`config.mk`:
```
export PLATFORM = sky130hd
export DESIGN_NAME = mips_main_ctrl
export DESIGN_NICKNAME = d
export VERILOG_FILES = /design/src/rtl/mips_main_ctrl.sv
export SDC_FILE = /design/constraint.sdc
export NUM_CORES = 1
export LEC_CHECK = 0
export ABC_AREA = 0
export CORE_UTILIZATION = 37
export CTS_CLUSTER_SIZE = 16
export DETAILED_ROUTE_END_ITERATION = 8
export PLACE_DENSITY_LB_ADDON = 0.1
export SYNTH_ARGS = -nofsm -noshare
export SYNTH_HDL_FRONTEND = slang
export SYNTH_SLANG_ARGS = --single-unit
```
`constraint.sdc`:
```
create_clock -name clk -period 1.61 [get_ports clk]
set_clock_uncertainty 0.15 [all_clocks]
set_input_delay 0.322 -clock clk [delete_from_list [all_inputs] [get_ports clk]]
set_output_delay 0.322 -clock clk [all_outputs]
set_load 0.005 [all_outputs]
```
`src/rtl/mips_main_ctrl.sv`:
```
// Purpose: multicycle MIPS main control FSM; sequences fetch/decode/execute/memory/writeback
//          and drives every datapath enable plus the 3-bit ALUOp for the ALU control decoder.
// Ports:   clk, rst_n (async active-low); opcode, jr, mem_ready in; datapath controls,
//          sticky illegal_op and state_dbg out. Controls are combinational from state,
//          opcode, mem_ready and jr; mem_ready stretches FETCH, MEM_RD and MEM_WR.
module mips_main_ctrl #(
   parameter int ALUOP_W = 3,
   parameter int ST_W    = 4
) (
   input  logic               clk,
   input  logic               rst_n,
   input  logic [5:0]         opcode,
   input  logic               jr,
   input  logic               mem_ready,
   output logic               PCWrite,
   output logic               PCWriteCond,
   output logic               BranchNE,
   output logic               IorD,
   output logic               MemRead,
   output logic               MemWrite,
   output logic               IRWrite,
   output logic [1:0]         MemtoReg,
   output logic [1:0]         RegDst,
   output logic               RegWrite,
   output logic               ALUSrcA,
   output logic [1:0]         ALUSrcB,
   output logic [ALUOP_W-1:0] ALUOp,
   output logic [1:0]         PCSource,
   output logic               illegal_op,
   output logic [ST_W-1:0]    state_dbg
);

   localparam logic [5:0] OP_RTYPE = 6'b000000;
   localparam logic [5:0] OP_J     = 6'b000010;
   localparam logic [5:0] OP_JAL   = 6'b000011;
   localparam logic [5:0] OP_BEQ   = 6'b000100;
   localparam logic [5:0] OP_BNE   = 6'b000101;
   localparam logic [5:0] OP_ADDI  = 6'b001000;
   localparam logic [5:0] OP_SLTI  = 6'b001010;
   localparam logic [5:0] OP_SLTIU = 6'b001011;
   localparam logic [5:0] OP_ANDI  = 6'b001100;
   localparam logic [5:0] OP_ORI   = 6'b001101;
   localparam logic [5:0] OP_XORI  = 6'b001110;
   localparam logic [5:0] OP_LW    = 6'b100011;
   localparam logic [5:0] OP_SW    = 6'b101011;

   typedef enum logic [3:0] {
      FETCH    = 4'd0,
      DECODE   = 4'd1,
      EXEC_R   = 4'd2,
      R_WB     = 4'd3,
      MEM_ADDR = 4'd4,
      MEM_RD   = 4'd5,
      MEM_WB   = 4'd6,
      MEM_WR   = 4'd7,
      BRANCH   = 4'd8,
      JUMP     = 4'd9,
      EXEC_I   = 4'd10,
      I_WB     = 4'd11
   } state_t;

   state_t state_q, state_d;
   logic   illegal_op_q, illegal_op_d;
   logic [2:0] alu_op;
   logic [2:0] imm_alu_op;

   // I-type ALU operation; opcode stays valid through I_WB so the op is simply re-derived there.
   always_comb begin
      imm_alu_op = 3'b000;
      case (opcode)
         OP_ANDI:  imm_alu_op = 3'b010;
         OP_ORI:   imm_alu_op = 3'b011;
         OP_XORI:  imm_alu_op = 3'b100;
         OP_SLTI:  imm_alu_op = 3'b101;
         OP_SLTIU: imm_alu_op = 3'b111;
         default:  imm_alu_op = 3'b000;
      endcase
   end

   always_comb begin
      state_d      = state_q;
      illegal_op_d = illegal_op_q;
      PCWrite      = 1'b0;
      PCWriteCond  = 1'b0;
      BranchNE     = 1'b0;
      IorD         = 1'b0;
      MemRead      = 1'b0;
      MemWrite     = 1'b0;
      IRWrite      = 1'b0;
      MemtoReg     = 2'b00;
      RegDst       = 2'b00;
      RegWrite     = 1'b0;
      ALUSrcA      = 1'b0;
      ALUSrcB      = 2'b00;
      alu_op       = 3'b000;
      PCSource     = 2'b00;
      // Outputs are held at zero for the whole time reset is low, even though the
      // state register already reads FETCH, so no partial access leaks out.
      if (rst_n) begin
         case (state_q)
            FETCH: begin
               MemRead = 1'b1;
               ALUSrcB = 2'b01;
               IRWrite = mem_ready;
               PCWrite = mem_ready;
               if (mem_ready) state_d = DECODE;
            end
            DECODE: begin
               ALUSrcB = 2'b11;
               case (opcode)
                  OP_RTYPE:                state_d = EXEC_R;
                  OP_LW, OP_SW:            state_d = MEM_ADDR;
                  OP_BEQ, OP_BNE:          state_d = BRANCH;
                  OP_J, OP_JAL:            state_d = JUMP;
                  OP_ADDI, OP_ANDI, OP_ORI,
                  OP_XORI, OP_SLTI, OP_SLTIU: state_d = EXEC_I;
                  default: begin
                     // Unknown opcode retires as a no-op; the PC was already advanced in FETCH.
                     illegal_op_d = 1'b1;
                     state_d      = FETCH;
                  end
               endcase
            end
            EXEC_R: begin
               ALUSrcA = 1'b1;
               alu_op  = 3'b110;
               if (jr) begin
                  PCWrite  = 1'b1;
                  PCSource = 2'b11;
                  state_d  = FETCH;
               end else begin
                  state_d = R_WB;
               end
            end
            R_WB: begin
               RegDst   = 2'b01;
               RegWrite = 1'b1;
               alu_op   = 3'b110;
               state_d  = FETCH;
            end
            MEM_ADDR: begin
               ALUSrcA = 1'b1;
               ALUSrcB = 2'b10;
               state_d = (opcode == OP_LW) ? MEM_RD : MEM_WR;
            end
            MEM_RD: begin
               IorD    = 1'b1;
               MemRead = 1'b1;
               if (mem_ready) state_d = MEM_WB;
            end
            MEM_WB: begin
               MemtoReg = 2'b01;
               RegWrite = 1'b1;
               state_d  = FETCH;
            end
            MEM_WR: begin
               IorD     = 1'b1;
               MemWrite = 1'b1;
               if (mem_ready) state_d = FETCH;
            end
            BRANCH: begin
               ALUSrcA     = 1'b1;
               alu_op      = 3'b001;
               PCWriteCond = 1'b1;
               PCSource    = 2'b01;
               BranchNE    = (opcode == OP_BNE);
               state_d     = FETCH;
            end
            JUMP: begin
               PCWrite  = 1'b1;
               PCSource = 2'b10;
               if (opcode == OP_JAL) begin
                  RegDst   = 2'b10;
                  MemtoReg = 2'b10;
                  RegWrite = 1'b1;
               end
               state_d = FETCH;
            end
            EXEC_I: begin
               ALUSrcA = 1'b1;
               ALUSrcB = 2'b10;
               alu_op  = imm_alu_op;
               state_d = I_WB;
            end
            I_WB: begin
               RegWrite = 1'b1;
               alu_op   = imm_alu_op;
               state_d  = FETCH;
            end
            // Codes 12-15: all outputs stay at their zero defaults; recover to FETCH.
            default: state_d = FETCH;
         endcase
      end
   end

   assign ALUOp      = ALUOP_W'(alu_op);
   assign illegal_op = rst_n & illegal_op_q;
   assign state_dbg  = rst_n ? ST_W'(state_q) : '0;

   always_ff @(posedge clk or negedge rst_n) begin
      if (!rst_n) begin
         state_q      <= FETCH;
         illegal_op_q <= 1'b0;
      end else begin
         state_q      <= state_d;
         illegal_op_q <= illegal_op_d;
      end
   end

endmodule

```
==> results.toml, run 1 <==
[synthesis]
synth_mux_area_share_pct = 2.68
yosysSeqAreaShare_pct = 16.7
synth-seq-cells = 5
synthSimpleGateAreaFrac_pct = 46.3
synthAdderAreaFrac_pct = 0
ys_top_cells_by_count = "nor2_1 (12), a21oi_1 (10), nand2b_1 (8)"
synth_most_common_cell = "nor2_1"
syn_avg_cell_area_um2 = 6.74
synth_xor_area_share_pct = 2.34
synth_area_leaders = "dfrtp_1 (17%), a21oi_1 (6.7%), nand2b_1 (6.7%)"
yosysTopAreaCell = "dfrtp_1"
syn_nets = 121
synth_compound_area_share_pct = 25.4
synth_top_area_share_pct = 16.7
synthCells = 111
synth_edf_count = 0
synth_top_flop_cell = "dfrtp_1"
synth_area_um2 = 748
synth_async_sr_flop_share_pct = 100
ys_types = 36
synth_top_family_by_area = "simple AND/OR/NAND/NOR gates"
ys_warn_count = 0

[outcome]
failing_step = "clock tree synthesis"
first-error = "[ERROR DPL-0038] Utilization greater than 100%, impossible to legalize"
status = "did not finish"

[cts]
htree_levels = 1
cts_buffers = 3
cts_repair_resize_count = 163
post_cts_buffers = 30
cts_root_buf = "clkbuf_4"
ctsHoldBuffers = 1
clkSinkCount = 5
clock_path_buffers = 2

[placed_design]
io_buffer_count = 34
place.gp.congestion = 0.850
post-dp-hpwl_mm = 2.27
placedCellCount = 202

[die]
rows = 15
initial_utilization_pct = 41.5
ios = 35
die_h_um = 47.0
die_w_um = 47.0
-- cell families after synthesis --
| family | Yosys count |
|---|---|
| AO/OA/AOI/OAI | 30 |
| XOR/XNOR | 2 |
| buffers and inverters | 10 |
| flip-flops | 5 |
| multiplexers | 2 |
| AND/OR/NAND/NOR | 62 |
-- metrics by stage --
step / setup TNS (ns) / setup WS, ns / instance area, um^2
3_3_place_gp: -20.94 / -0.949 / 1410
3_5_place_dp: -22.61 / -1.02 / 1410
2_1_floorplan: -0.209 / -0.115 / 802
==> run 2: changes to the inputs <==
--- a/config.mk
+++ b/config.mk
@@ -6,10 +6,10 @@
 export NUM_CORES = 1
 export LEC_CHECK = 0
 export ABC_AREA = 0
-export CORE_UTILIZATION = 37
-export CTS_CLUSTER_SIZE = 16
+export CORE_AREA = 2 2 63 65
 export DETAILED_ROUTE_END_ITERATION = 8
-export PLACE_DENSITY_LB_ADDON = 0.1
+export DIE_AREA = 0 0 65 67
+export PLACE_DENSITY_LB_ADDON = 0.15
 export SYNTH_ARGS = -nofsm -noshare
 export SYNTH_HDL_FRONTEND = slang
 export SYNTH_SLANG_ARGS = --single-unit
==> constraint.sdc (replaced) <==
create_clock -name clk -period 2.1 [get_ports clk]
set_clock_uncertainty 0.15 [all_clocks]
set_input_delay 0.42 -clock clk [delete_from_list [all_inputs] [get_ports clk]]
set_output_delay 0.42 -clock clk [all_outputs]
set_load 0.005 [all_outputs]
==> run 2 against run 1 <==
Effect of this change: the flow now finishes, with violations (setup timing); synthesized cell count stayed put; area after synthesis stayed put.
==> results.toml, run 2 <==
[outcome]
status = "finished, violations left"
violations = "setup timing"

[timing]
finalWorstSetupSlack_ns = -0.0439
maxSlewViolCount = 0
period_minus_slack_ns = 2.14
worst_pin_slew_ns = 0.408
fmax_mhz = 466
rsz0062_at_grt = "yes"
slew_headroom_pct = 72.6
fin_crit_sh_pct = 102
finalSetupViolCount = 2
hold_violations = 0

[critical_path]
crit_path_start_kind = "flip-flop"
reg2reg_from = "state_q[3]"
cp.required_ns = 1.53
worstPathArrival_ns = 1.57
r2r_cells = 9
rrSetupSlack_ns = 0.16
worstReg2RegEnd = "state_q[1]"
critPathKind = "flip-flop to primary output"
cp_max_fo = 3
cp-end-kind = "primary output"
startpoint = "state_q[3]"
crit_path_end = "PCWrite"

[synthesis]
synth_edf_count = 0
synth_area_um2 = 748
yosysTopAreaCell = "dfrtp_1"
synth-seq-cells = 5
ys_top_cells_by_count = "nor2_1 (12), a21oi_1 (10), nand2b_1 (8)"
ys_warn_count = 0
synth_top_area_share_pct = 16.7
ys_types = 36
synthCells = 111
syn_avg_cell_area_um2 = 6.74
synth_async_sr_flop_share_pct = 100
synth_top_flop_cell = "dfrtp_1"
synth_most_common_cell = "nor2_1"
syn_nets = 121
synth_area_leaders = "dfrtp_1 (17%), a21oi_1 (6.7%), nand2b_1 (6.7%)"
yosysSeqAreaShare_pct = 16.7

[cts]
clkLatencyLatePin_ns = 0.22
htree_levels = 1
cts_root_buf = "clkbuf_8"
clk_pin_slew_ns = 0.04
cts_tree = "yes"
clock_path_buffers = 2
clkSinkCount = 5
cts_buffers = 3

[layout]
stdcell_area_um2 = 1830
regArea_um2 = 125
final_cells = 259
largestRegisters = "state_q: 4 flops, illegal_op_q: 1 flops"
regMostFlops = "state_q"
nets = 222
antenna_cells = 0
multiInputGateArea_um2 = 738
syn2layout_area_growth_pct = 144
largest_register_ffs = 4
drive_gt1_share_pct = 57.3
final_common_cell = "buf_4"
mostFrequentLayoutCells = "buf_4 (49), buf_6 (19), dlygate4sd2_1 (13)"
fillers = 363

[global_route]
antenna_found_initial = 0
grt_max_degree = 9
gr-total-overflow = 0
grt_pass1_vias = 1124
grt_usage_pct = 15.2
grt_pass1_wl_mm = 5.13

[routing]
drt-total-wl_mm = 3.34
ant_nets = 0
wl_per_cell_um = 12.9
drc = 0
dr.first_iter.drc_count = 33
drtPass1Iterations = 6
vias = 1203
drt-vias-per-instance = 4.64

[die]
die_w_um = 65
ios = 35
initial_utilization_pct = 20.7
core-area_um2 = 3610
die-area_um2 = 4360
die_h_um = 67
rows = 22

[placed_design]
place.gp.congestion = 0.725
placed_area_um2 = 1420
placedCellCount = 227
dp_slack_ns = -0.721
io_buffer_count = 34
post-dp-hpwl_mm = 2.19

[power]
ir_worst_vdd_uv = 217
p_leak_nw = 0.940
power_density_nw_per_um2 = 791

[hold_path]
hold_path.class = "input port to async pin"

[run]
maxCapViolCount = 0
[run 2: metrics by stage]
step | TNS, ns | hold slack [ns] | utilization, % | power (mW)
2_1_floorplan | 0 | -0.0256 | - | 0.535
5_1_grt | -0.276 | 0.217 | 50.6 | 1.54
3_5_place_dp | -12.11 | 0.322 | 39.2 | 0.946
3_3_place_gp | -11.73 | 0.308 | 39.2 | 0.936
6_report | -0.0521 | 0.200 | 50.6 | 1.44
4_1_cts | -0.501 | 0.206 | 48.0 | 1.34
[run 2: logic make-up after synthesis]
family	Yosys count	synth area share, %
DFF	5	16.7
muxes	2	2.68
buffers and inverters	10	6.52
AOI/OAI and AO/OA	30	25.4
and+or+nand+nor	62	46.3
xor gates and xnor gates	2	2.34
[run 2: worst max-delay path, cell delays in order (launching register included)]
cell and delay (ns):
dfrtp_1 0.42, buf_6 0.14, buf_6 0.11, nor2b_4 0.13, a21oi_2 0.14, nor2_1 0.07
or2_4 0.22, buf_6 0.11
[run 2: power breakdown]
| group | total [mW] | internal [mW] | switching (mW) |
|---|---|---|---|
| Clock | 0.180 | 0.131 | 0.0500 |
| Combinational | 1.12 | 0.634 | 0.487 |
| Sequential | 0.143 | 0.123 | 0.0207 |
| Total | 1.44 | 0.887 | 0.557 |
[run 2: timing repair]
action                                  CTS  global route
hold buffers                              0             0
resized for setup                       106            31
endpoints found under the setup margin   25            17
buffers inserted                         23             6
pin swaps                                12            11
[run 2: cell type report]
type                    count  share of cell area [%]
clock buffers               4                    2.47
inverters                   4                   0.822
multi-input cells          96                    40.4
flip-flops and latches      5                    6.85
well taps                  48                    3.29
repair buffers            102                    46.1
[run 2: routing by layer]
layer  share of wire (%)  GRT usage (%)  wire [um]  vias up
met1                  41           17.1       1370      567
met2                  55           29.3       1840       30
li1                    -              -          -      604
met3                 3.3           2.03        111        2
met5                   0              0          0        -
met4                0.42           4.79         14        0
[run 2: worst min path at each step]
stage	endpoint	slack, ns
2_1_floorplan	illegal_op_q	-0.03
3_3_place_gp	illegal_op_q	0.31
3_5_place_dp	illegal_op_q	0.32
4_1_cts	state_q[2]	0.21
5_1_grt	state_q[1]	0.22
6_report	state_q[1]	0.20
No activity file was read; power rests on OpenSTA's default activity.
